**src/rtl/fifo_pkg.sv**
```systemverilog
// Shared constants and types for the FIFO read-side master.
package fifo_pkg;

    localparam int unsigned DATA_WIDTH = 8;
    localparam int unsigned DEPTH      = 32;
    localparam int unsigned CNT_W      = $clog2(DEPTH) + 1;

    typedef enum logic [1:0] {
        IDLE,
        DRAIN,
        FLUSH
    } rd_state_t;

    typedef logic [DATA_WIDTH-1:0] data_t;

endpackage

```
**src/rtl/fifo_rd_skid.sv**
```systemverilog
// Two-entry FIFO-ordered skid buffer. Entry 0 is always the head.
// The caller guarantees no push when full and no pop when empty.
module fifo_rd_skid
    import fifo_pkg::*;
(
    input  logic       i_clk,
    input  logic       i_rst_n,
    input  logic       i_push,
    input  data_t      i_push_data,
    input  logic       i_pop,
    output data_t      o_head,
    output logic [1:0] o_count
);

    data_t      r_ent0;
    data_t      r_ent1;
    logic [1:0] r_count;

    // Storage and occupancy update; simultaneous push and pop keeps the count.
    always_ff @(posedge i_clk or negedge i_rst_n) begin
        if (!i_rst_n) begin
            r_ent0  <= '0;
            r_ent1  <= '0;
            r_count <= '0;
        end else begin
            case ({i_push, i_pop})
                2'b10: begin
                    if (r_count == 2'd0) begin
                        r_ent0 <= i_push_data;
                    end else begin
                        r_ent1 <= i_push_data;
                    end
                    r_count <= r_count + 2'd1;
                end
                2'b01: begin
                    r_ent0  <= r_ent1;
                    r_count <= r_count - 2'd1;
                end
                2'b11: begin
                    if (r_count == 2'd1) begin
                        r_ent0 <= i_push_data;
                    end else begin
                        r_ent0 <= r_ent1;
                        r_ent1 <= i_push_data;
                    end
                end
                default: begin
                end
            endcase
        end
    end

    assign o_head  = r_ent0;
    assign o_count = r_count;

endmodule

```
**src/rtl/fifo_reader.sv**
```systemverilog
// Read-side master: on START drains LEN words from the FIFO read port and
// streams them out on a valid/ready interface through a 2-entry skid buffer
// that absorbs the FIFO's 1-cycle read latency and output back-pressure.
module fifo_reader
    import fifo_pkg::*;
(
    input  logic             i_clock,
    input  logic             i_reset_n,
    input  logic             i_start,
    input  logic [CNT_W-1:0] i_len,
    output logic             o_busy,
    output logic             o_done,
    output logic [CNT_W-1:0] o_word_cnt,
    input  logic             i_fifo_empty,
    output logic             o_fifo_read,
    input  data_t            i_fifo_data_out,
    output data_t            o_m_data,
    output logic             o_m_valid,
    input  logic             i_m_ready
);

    rd_state_t        r_state;
    rd_state_t        w_next_state;
    logic [CNT_W-1:0] r_req_left;
    logic [CNT_W-1:0] r_len;
    logic [CNT_W-1:0] r_word_cnt;
    logic             r_inflight;
    logic             r_done_zero;

    logic             w_read;
    logic             w_flush_done;
    logic             w_pop;
    logic             w_valid;
    logic [1:0]       w_count;
    logic [2:0]       w_occ;
    data_t            w_head;

    fifo_rd_skid u_skid (
        .i_clk       (i_clock),
        .i_rst_n     (i_reset_n),
        .i_push      (r_inflight),
        .i_push_data (i_fifo_data_out),
        .i_pop       (w_pop),
        .o_head      (w_head),
        .o_count     (w_count)
    );

    assign w_valid = (w_count != 2'd0);
    assign w_pop   = w_valid && i_m_ready;
    // Occupancy the buffer will hold once this cycle's pop and the in-flight word settle.
    assign w_occ   = 3'(w_count) + 3'(r_inflight) - 3'(w_pop);

    // Next-state and read-strobe decode.
    always_comb begin
        w_next_state = r_state;
        w_read       = 1'b0;
        w_flush_done = 1'b0;
        case (r_state)
            IDLE: begin
                if (i_start && (i_len != '0)) begin
                    w_next_state = DRAIN;
                end
            end
            DRAIN: begin
                if (!i_fifo_empty && (r_req_left != '0) && (w_occ < 3'd2)) begin
                    w_read = 1'b1;
                end
                if ((r_req_left == '0) || (w_read && (r_req_left == CNT_W'(1)))) begin
                    w_next_state = FLUSH;
                end
            end
            FLUSH: begin
                if ((w_count == 2'd0) && !r_inflight) begin
                    w_flush_done = 1'b1;
                    w_next_state = IDLE;
                end
            end
            default: begin
                w_next_state = IDLE;
            end
        endcase
    end

    // State register.
    always_ff @(posedge i_clock or negedge i_reset_n) begin
        if (!i_reset_n) begin
            r_state <= IDLE;
        end else begin
            r_state <= w_next_state;
        end
    end

    // Transfer bookkeeping: request/length/handshake counters and read-latency tracking.
    always_ff @(posedge i_clock or negedge i_reset_n) begin
        if (!i_reset_n) begin
            r_req_left  <= '0;
            r_len       <= '0;
            r_word_cnt  <= '0;
            r_inflight  <= 1'b0;
            r_done_zero <= 1'b0;
        end else begin
            r_inflight  <= w_read;
            r_done_zero <= (r_state == IDLE) && i_start && (i_len == '0);
            if ((r_state == IDLE) && i_start) begin
                r_req_left <= i_len;
                r_len      <= i_len;
                r_word_cnt <= '0;
            end else begin
                if (w_read) begin
                    r_req_left <= r_req_left - CNT_W'(1);
                end
                if (w_pop && (r_word_cnt != r_len)) begin
                    r_word_cnt <= r_word_cnt + CNT_W'(1);
                end
            end
        end
    end

    assign o_busy      = (r_state != IDLE) && !w_flush_done;
    assign o_done      = r_done_zero || w_flush_done;
    assign o_word_cnt  = r_word_cnt;
    assign o_fifo_read = w_read;
    assign o_m_valid   = w_valid;
    assign o_m_data    = w_head;

endmodule

```
**config.mk**
```make
export PLATFORM = sky130hd
export DESIGN_NAME = fifo_reader
export DESIGN_NICKNAME = d
export VERILOG_FILES = /design/src/rtl/fifo_pkg.sv /design/src/rtl/fifo_rd_skid.sv /design/src/rtl/fifo_reader.sv
export SDC_FILE = /design/constraint.sdc
export NUM_CORES = 1
export LEC_CHECK = 0
export BUFFER_PORTS_ARGS = -buffer_cell sky130_fd_sc_hd__buf_2
export CAP_MARGIN = 5
export CORE_MARGIN = 2
export CORE_UTILIZATION = 55
export CTS_CLUSTER_SIZE = 28
export DETAILED_ROUTE_END_ITERATION = 7
export HOLD_SLACK_MARGIN = 0.15
export PLACE_DENSITY = 0.79
export SLEW_MARGIN = 20
export SYNTH_ARGS = -nofsm -noshare
export SYNTH_HDL_FRONTEND = slang
export SYNTH_SLANG_ARGS = --single-unit
```
**constraint.sdc**
```tcl
create_clock -name i_clock -period 3.2 [get_ports i_clock]
set_input_delay 0.64 -clock i_clock [delete_from_list [all_inputs] [get_ports i_clock]]
set_output_delay 0.64 -clock i_clock [all_outputs]
set_load 0.05 [all_outputs]
```
==> summary.txt, run 1 <==
Status -> finished, violations left
Violated checks -> negative setup slack
Mapped Area -> 2009 um2
Final nets -> 277
Number of routed nets with antenna violations -> 0
Die extent in x -> 64.45 um
Placement Cell Area -> 2272 um2
Max-slew violations -> 0
Aggregate routed wire length -> 4.122 mm
# H-tree levels -> 2
Post-synth EDFFs -> 0
Critical path type -> register to output port
Vias in the first global route -> 1578
Ys Warns -> 0
Top cell by count, worst path -> inv_2
Slowest stage delay, CP -> 410 ps
WP data required -> 2560 ps
Hold_buf cts -> 0
Top-area cell type share of the netlist area -> 49.81%
Fillers -> 271
Top_reg_cell synth -> dfrtp_1
Peak Freq -> 0.3102 GHz
Die Height -> 64.45 um
Root buf cell -> clkbuf_4
Cell area after layout -> 2391 um2
First-pass GRT wire length -> 7.293 mm
Post-Syn Instances -> 203
Most common cell in the synthesized netlist -> dfrtp_1
Crit-path cells -> inv_2, ha_4, clkinvlp_4, nand2_4, inv_2, nor2_1, o21ai_1, fa_1, xor2_1, a2111o_1, inv_4, buf_8
Dominant cell type by area after synthesis -> dfrtp_1
Port buffer count -> 36
Top cells by count, synth -> dfrtp_1, nand2_1, nor2_1, o21ai_0
Placer Congestion -> 0.8767
Largest delay share family, worst path -> adder cells
Final period util -> 100.7%
Worst-Margin Slew -> 864.2 ps
Clock Latency Late Sink -> 360 ps
Crit end category -> output port
Worst VDD drop -> 0.5220 mV
Final hold vios -> 0
Clock Sinks -> 40
Initial DRC count -> 102
Total number of vias -> 1614
Final setup skew -> 3.322 ps
CTS Buf Count -> 5
Row cnt -> 21
Die ar. -> 4153 um2
Total grt overflow -> 0
Pleak -> 0.001164 uW
Routing usage on met3 -> 4.688%
Slowest-stage cell, CP -> dfrtp_1
Max_cap viols -> 0
Area of the multi-input gates -> 975.9 um2
ANT cells -> 0
Post-DP HPWL -> 3.022 mm
CTS tree -> yes
Via density -> 5.453
Yosys reg bits -> 40
Area growth syn-to-layout -> 18.99%
GRT Total Usage -> 22.97%
PwrDens -> 1053 nW/um2
GR Util met1 -> 30.64%
Largest cells by area after synthesis -> dfrtp_1, nand2_1, ha_1
Sequential area share after synthesis -> 49.81%
DRC -> 0
WL/cell -> 13.93 um
Ports -> 37
Core area -> 3416 um2
Final Setup Violations -> 1
Pre-CTS WS -> 86.15 ps
Met2 Usage GRT -> 38.02%
Unrepaired setup endpoints after global routing -> yes
Hold Crit Class -> primary input to async pin
Crit-path max FO -> 4
Number of antenna violations at the first check in global routing -> 0
GR peak layer -> met2
Netlist cell types -> 38
Initial Utilization -> 58.83%
Worst path bufs/invs -> 5
Layout cells sized above 1 -> 29.20%
Crit path launch type -> register
Min Tclk post-route -> 3224 ps
Largest net degree at the start of global routing -> 41
Setup ws final -> -23.66 ps
Pre-antenna DRT Iters -> 4
Clk buf depth -> 2
Rel. slew slack -> 42.39%
Mapped Avg Cell Area -> 9.899 um2
WP data arrival -> 2580 ps
Clock slew at reported path FFs -> 120 ps
Reg area -> 1001 um2
Share of flip-flops with an asynchronous set or reset -> 100.0%
Net count of the mapped netlist -> 231
## cells in the final DEF, fill, tap and decap left out, types with 2 or more instances in the layout
master,netlist,final
inv_2,1,3
dfrtp_1,40,40
buf_2,0,35
clkbuf_4,0,5
mux2_2,8,8
xnor2_1,6,6
a31o_2,3,3
or4_1,2,2
ha_1,8,7
buf_4,0,8
nand2b_1,5,5
nand4_1,2,2
inv_1,8,4
o21ai_0,12,11
nor3_1,3,3
nor2_1,13,13
o211ai_1,3,3
nor4_1,2,2
a21oi_1,7,7
mux2i_1,2,2
xor2_1,5,5
a22oi_1,8,8
and2_1,2,2
clkinvlp_4,0,3
nand2_1,39,38
nand3_1,5,5
## worst register-to-register path, delay by kind of cell, from the launching register on
family                   cells  cell delay (ps)
AO/OA/AOI/OAI                2              480
XOR/XNOR                     1              160
adder cells (fa/ha/maj)      2              530
buffers and inverters        5              430
flip-flops                   1              410
AND/OR/NAND/NOR              5              760
## through the flow
stage | util, % | total power [uW] | cells | hold WS, ps | TNS [ps]
2_1_floorplan | - | 1869 | 203 | 344.4 | 0
3_3_place_gp | 66.52 | 2137 | 283 | 457.5 | 0
3_5_place_dp | 66.52 | 2181 | 283 | 471.1 | 0
4_1_cts | 70.00 | 2527 | 296 | 410.6 | -32.09
5_1_grt | 70.00 | 2728 | 296 | 464.6 | -114.5
6_report | 70.00 | 2518 | 296 | 381.1 | -23.66
## report_power, final
| part | internal, uW | switching [uW] | total (uW) |
|---|---|---|---|
| Combinational | 504 | 835 | 1340 |
| Clock | 107 | 175 | 282 |
| Sequential | 724 | 174 | 897 |
## state kept, by name, indices dropped and copies added, names as in the netlist
| name | cells |
|---|---|
| o_word_cnt | 6 |
| r_done_zero | 1 |
| r_inflight | 1 |
| r_len | 6 |
| r_req_left | 6 |
| r_state | 2 |
| u_skid.o_count | 2 |
| u_skid.o_head | 8 |
| u_skid.r_ent1 | 8 |
## per-layer routing
metal	routed length (um)	vias up
met3	224	5
met4	46	0
met1	1850	771
met5	0	-
li1	-	799
met2	2001	39
## timing repair
| item | in CTS | in global routing |
|---|---|---|
| buffers inserted | 5 | 0 |
| endpoints found under the setup margin | 1 | 1 |
| pin swaps | 4 | 1 |
| resized for setup | 8 | 0 |
## cells by family (layout without fill, tap and decap cells)
group           count (synthesis)  count (layout)  synth area share (%)
compound gates                 40              40                 13.20
xor+xnor                       11              11                 4.794
fa+ha+maj                       9               9                 5.978
buf+inv                        14              61                 2.615
flops                          40              40                 49.81
mux                            10              10                 5.480
simple gates                   79              79                 18.12
## area by class of cell
cell class	count	area share (%)
Tap cell	46	2.407
Clock inverter	2	0.6279
Sequential cell	40	41.86
Timing Repair Buffer	44	10.47
Inverter	9	1.675
Multi-Input combinational cell	149	40.82
Clock buffer	6	2.145
## final timing paths
| kind | endpoint | start | depth (start not counted) | slack, ps |
|---|---|---|---|---|
| max in group asynchronous | r_req_left[1]$_DFFE_PN0P_ | i_reset_n | 1 | 2280 |
| worst min register to register | u_skid.o_head[1]$_DFFE_PN0P_ | u_skid.o_head[1]$_DFFE_PN0P_ | 2 | 490 |
| worst max-delay path | o_fifo_read | u_skid.o_count[1]$_DFFE_PN0P_ | 12 | -20 |
| min in group i_clock | u_skid.o_head[1]$_DFFE_PN0P_ | u_skid.o_head[1]$_DFFE_PN0P_ | 2 | 490 |
| worst max register to register | r_req_left[5]$_DFFE_PN0P_ | u_skid.o_count[1]$_DFFE_PN0P_ | 15 | 380 |
| worst min-delay path | u_skid.o_count[1]$_DFFE_PN0P_ | i_reset_n | 1 | 380 |
No activity file was read; power rests on OpenSTA's default activity.
==> inputs of run 2 (changes only) <==
--- a/config.mk
+++ b/config.mk
@@ -8,12 +8,13 @@
 export BUFFER_PORTS_ARGS = -buffer_cell sky130_fd_sc_hd__buf_2
 export CAP_MARGIN = 5
 export CORE_MARGIN = 2
-export CORE_UTILIZATION = 55
+export CORE_UTILIZATION = 56
 export CTS_CLUSTER_SIZE = 28
 export DETAILED_ROUTE_END_ITERATION = 7
 export HOLD_SLACK_MARGIN = 0.15
-export PLACE_DENSITY = 0.79
+export PLACE_DENSITY = 0.8
 export SLEW_MARGIN = 20
 export SYNTH_ARGS = -nofsm -noshare
 export SYNTH_HDL_FRONTEND = slang
+export SYNTH_HIERARCHICAL = 1
 export SYNTH_SLANG_ARGS = --single-unit
==> run 2 against run 1 <==
Effect of this change:
- the run still ends with negative setup slack left
- largest cell class is now multi-input combinational cells
- sequential power is 2% higher
- routed wire length rose by 21%
- largest power group unchanged
- core utilization grew 2.0 points
- clock power grew 70%
- die area is 6.8% higher
- setup slack improved by 20 ps
- first-iteration DRC count rose by 30%
- non-clock buffer count is 4 higher
==> summary.txt, run 2 <==
Largest delay share family, worst path -> simple AND/OR/NAND/NOR gates (was adder cells)
Setup ws final -> -3.182 ps (was -23.66 ps)
Worst-Margin Slew -> 868.8 ps (was 864.2 ps)
Final setup skew -> 11.44 ps (was 3.322 ps)
Most common cell in the synthesized netlist -> dfrtp_1 (unchanged)
Netlist cell types -> 45 (was 38)
Number of routed nets with antenna violations -> 0 (unchanged)
# H-tree levels -> 2 (unchanged)
Net count of the mapped netlist -> 246 (was 231)
Placement Cell Area -> 2456 um2 (was 2272 um2)
DRC -> 0 (unchanged)
Final Setup Violations -> 1 (unchanged)
Rel. slew slack -> 42.08% (was 42.39%)
Crit-path max FO -> 2 (was 4)
Uppermost layer routed -> met4 (unchanged)
Vias in the first global route -> 1813 (was 1578)
Area of the multi-input gates -> 1149 um2 (was 975.9 um2)
Post-Syn Instances -> 214 (was 203)
Initial Utilization -> 59.02% (was 58.83%)
Post-synth EDFFs -> 0 (unchanged)
Worst VDD drop -> 0.6864 mV (was 0.5220 mV)
Die ar. -> 4434 um2 (was 4153 um2)
Die extent in x -> 66.59 um (was 64.45 um)
Total grt overflow -> 0 (unchanged)
Initial DRC count -> 133 (was 102)
Area growth syn-to-layout -> 21.91% (was 18.99%)
Share of flip-flops with an asynchronous set or reset -> 100.0% (unchanged)
Ports -> 37 (unchanged)
Aggregate routed wire length -> 4.972 mm (was 4.122 mm)
Non-filler cells, final -> 311 (was 296)
Setup TNS -> -3.182 ps (was -23.66 ps)
Cell area after layout -> 2674 um2 (was 2391 um2)
Reg area -> 1001 um2 (unchanged)
Clock Latency Late Sink -> 300 ps (was 360 ps)
Pre-antenna DRT Iters -> 4 (unchanged)
Min Tclk post-route -> 3203 ps (was 3224 ps)
Root buf cell -> clkbuf_8 (was clkbuf_4)
Mapped Avg Cell Area -> 10.25 um2 (was 9.899 um2)
Fillers -> 281 (was 271)
Crit path launch type -> register (unchanged)
Dominant cell type by area after synthesis -> dfrtp_1 (unchanged)
Largest net degree at the start of global routing -> 41 (unchanged)
Post-Synth Simple-Gate Area -> 17.63% (was 18.12%)
Slowest stage delay, CP -> 380 ps (was 410 ps)
Critical path type -> register to output port (unchanged)
Clk buf depth -> 2 (unchanged)
GRT Total Usage -> 25.69% (was 22.97%)
Largest cells by area after synthesis -> dfrtp_1, ha_1, mux2_1 (was dfrtp_1, nand2_1, ha_1)
Post-DP HPWL -> 3.304 mm (was 3.022 mm)
ANT cells -> 0 (unchanged)
Clock slew at reported path FFs -> 80 ps (was 120 ps)
Max_cap viols -> 0 (unchanged)
Main combinational cell family by area after synthesis -> simple AND/OR/NAND/NOR gates (unchanged)
Via density -> 5.826 (was 5.453)
Final nets -> 295 (was 277)
Top-area cell type share of the netlist area -> 45.64% (was 49.81%)
Max-slew violations -> 0 (unchanged)
Top_reg_cell synth -> dfrtp_1 (unchanged)
Sequential area share after synthesis -> 45.64% (was 49.81%)
Total number of vias -> 1812 (was 1614)
WL met2 -> 2.450 mm (was 2.001 mm)
Post-synthesis compound-gate area fraction -> 12.26% (was 13.20%)
WP data arrival -> 2560 ps (was 2580 ps)
Top cells by count, synth -> dfrtp_1, nand2_1, ha_1, a21oi_1, mux2_1 (was dfrtp_1, nand2_1, nor2_1, o21ai_0)
Wire length on met1 -> 2.116 mm (was 1.850 mm)
Number of antenna violations at the first check in global routing -> 0 (unchanged)
Clock Sinks -> 40 (unchanged)
Peak Freq -> 0.3122 GHz (was 0.3102 GHz)
Adder-Cell Fraction of Synth Area -> 7.758% (was 5.978%)
Worst path bufs/invs -> 3 (was 5)
Violated checks -> negative setup slack (unchanged)
Mux cell area share after synthesis -> 8.157% (was 5.479%)
PwrDens -> 1117 nW/um2 (was 1053 nW/um2)
Crit-path cells -> or2_4, nand2_4, inv_4, ha_4, nand2b_4, fa_2, xor2_1, nor3b_4, nand3_4, inv_8, buf_8 (was inv_2, ha_4, clkinvlp_4, nand2_4, inv_2, nor2_1, o21ai_1, fa_1, xor2_1, a2111o_1, inv_4, buf_8)
WL/cell -> 15.99 um (was 13.93 um)
Most frequent cells in the layout -> dfrtp_1, buf_2, nand2_1 (was dfrtp_1, nand2_1, buf_2)
CTS tree -> yes (unchanged)
WP data required -> 2560 ps (about the same)
Ys Warns -> 6 (was 0)
Status -> finished, violations left (unchanged)
Hold Crit Class -> primary input to async pin (unchanged)
Mapped Area -> 2193 um2 (was 2009 um2)
Placer Congestion -> 0.7788 (was 0.8767)
Final period util -> 100.1% (was 100.7%)
Core area -> 3716 um2 (was 3416 um2)
Final hold vios -> 0 (unchanged)
First-pass GRT wire length -> 8.300 mm (was 7.293 mm)
Unrepaired setup endpoints after global routing -> yes (unchanged)
Xor/xnor share of the synthesized area -> 4.792% (was 4.795%)
Port buffer count -> 36 (unchanged)
Die Height -> 66.59 um (was 64.45 um)
Crit end category -> output port (unchanged)
Slowest-stage cell, CP -> fa_2 (was dfrtp_1)
Layout cells sized above 1 -> 26.62% (was 29.20%)
Pleak -> 0.001264 uW (was 0.001164 uW)
Met3 wire len -> 241 um (was 224 um)
Yosys reg bits -> 40 (unchanged)
CTS Buf Count -> 5 (unchanged)
Cells after DPL -> 298 (was 283)
Row cnt -> 22 (was 21)
Hold_buf cts -> 0 (unchanged)
Commonest non-fill, non-tap cell in the layout -> dfrtp_1 (unchanged)
-- run 2: per-layer routing --
metal  vias up  GRT usage, %
met1       889         31.53
li1        860             -
met2        47         42.13
met5         -             0
met3        16         6.588
met4         0         12.24
-- run 2: where the power goes --
part / internal, uW / total (uW) / leakage (uW) / switching [uW]
logic: 626 / 1590 / 0.000705 / 965
clock network: 307 / 480 / 0.0000642 / 173
registers: 734 / 916 / 0.000495 / 182
-- run 2: worst reg2reg max path, cell delays in order, from the launching register on --
cell      delay [ps]
dfrtp_1          370
or2_4            270
nand2_4           80
inv_4             40
ha_4             200
nand2b_4         150
fa_2             380
xor2_1           180
nor3b_4          260
nand3_4          130
inv_8             80
buf_4            120
mux2_4           290
a221o_1          300
-- run 2: timing repair --
item / in CTS / in global routing
setup buffers: 5 / 1
hold endpoints to repair: 0 / 0
pin swaps: 6 / 3
gates resized for setup: 8 / 0
setup endpoints to repair: 1 / 1
-- run 2: final cells by class --
type | count | share of cell area, %
flip-flops and latches | 40 | 37.44
clock inverters | 2 | 2.246
clock buffers | 5 | 2.574
multi-input cells | 156 | 42.96
well taps | 48 | 2.246
repair buffers | 48 | 10.48
inverters | 12 | 2.059
-- run 2: worst paths after layout --
| check | startpoint | to | slack, ps | cells after the start |
|---|---|---|---|---|
| setup / recovery | u_skid/o_count[0]$_DFFE_PN0P_ | o_fifo_read | -3 | 11 |
| hold / removal | i_reset_n | u_skid/o_head[5]$_DFFE_PN0P_ | 450 | 1 |
| setup reg to reg | u_skid/o_count[0]$_DFFE_PN0P_ | r_req_left[4]$_DFFE_PN0P_ | 240 | 13 |
| hold reg to reg | u_skid/r_ent1[5]$_DFFE_PN0P_ | u_skid/r_ent1[5]$_DFFE_PN0P_ | 480 | 1 |
| max in group asynchronous | i_reset_n | r_len[4]$_DFFE_PN0P_ | 2200 | 1 |
| min in group i_clock | u_skid/r_ent1[5]$_DFFE_PN0P_ | u_skid/r_ent1[5]$_DFFE_PN0P_ | 480 | 1 |
-- run 2: per-stage QoR --
step,utilization (%),setup WS [ps],hold WS (ps),power [uW]
2_1_floorplan,-,23.61,344.4,2022
3_3_place_gp,66.09,46.83,462.6,2309
3_5_place_dp,66.09,-13.43,469.5,2368
4_1_cts,71.75,18.84,485.9,2963
5_1_grt,71.95,-98.46,506.1,3197
6_report,71.95,-3.182,451.8,2988
-- run 2: cell families (layout without fill, tap and decap cells) --
group | after synthesis | count (layout)
simple gates | 73 | 73
buf+inv | 18 | 67
mux | 15 | 15
compound gates | 43 | 43
xor+xnor | 12 | 12
fa+ha+maj | 13 | 13
flops | 40 | 40
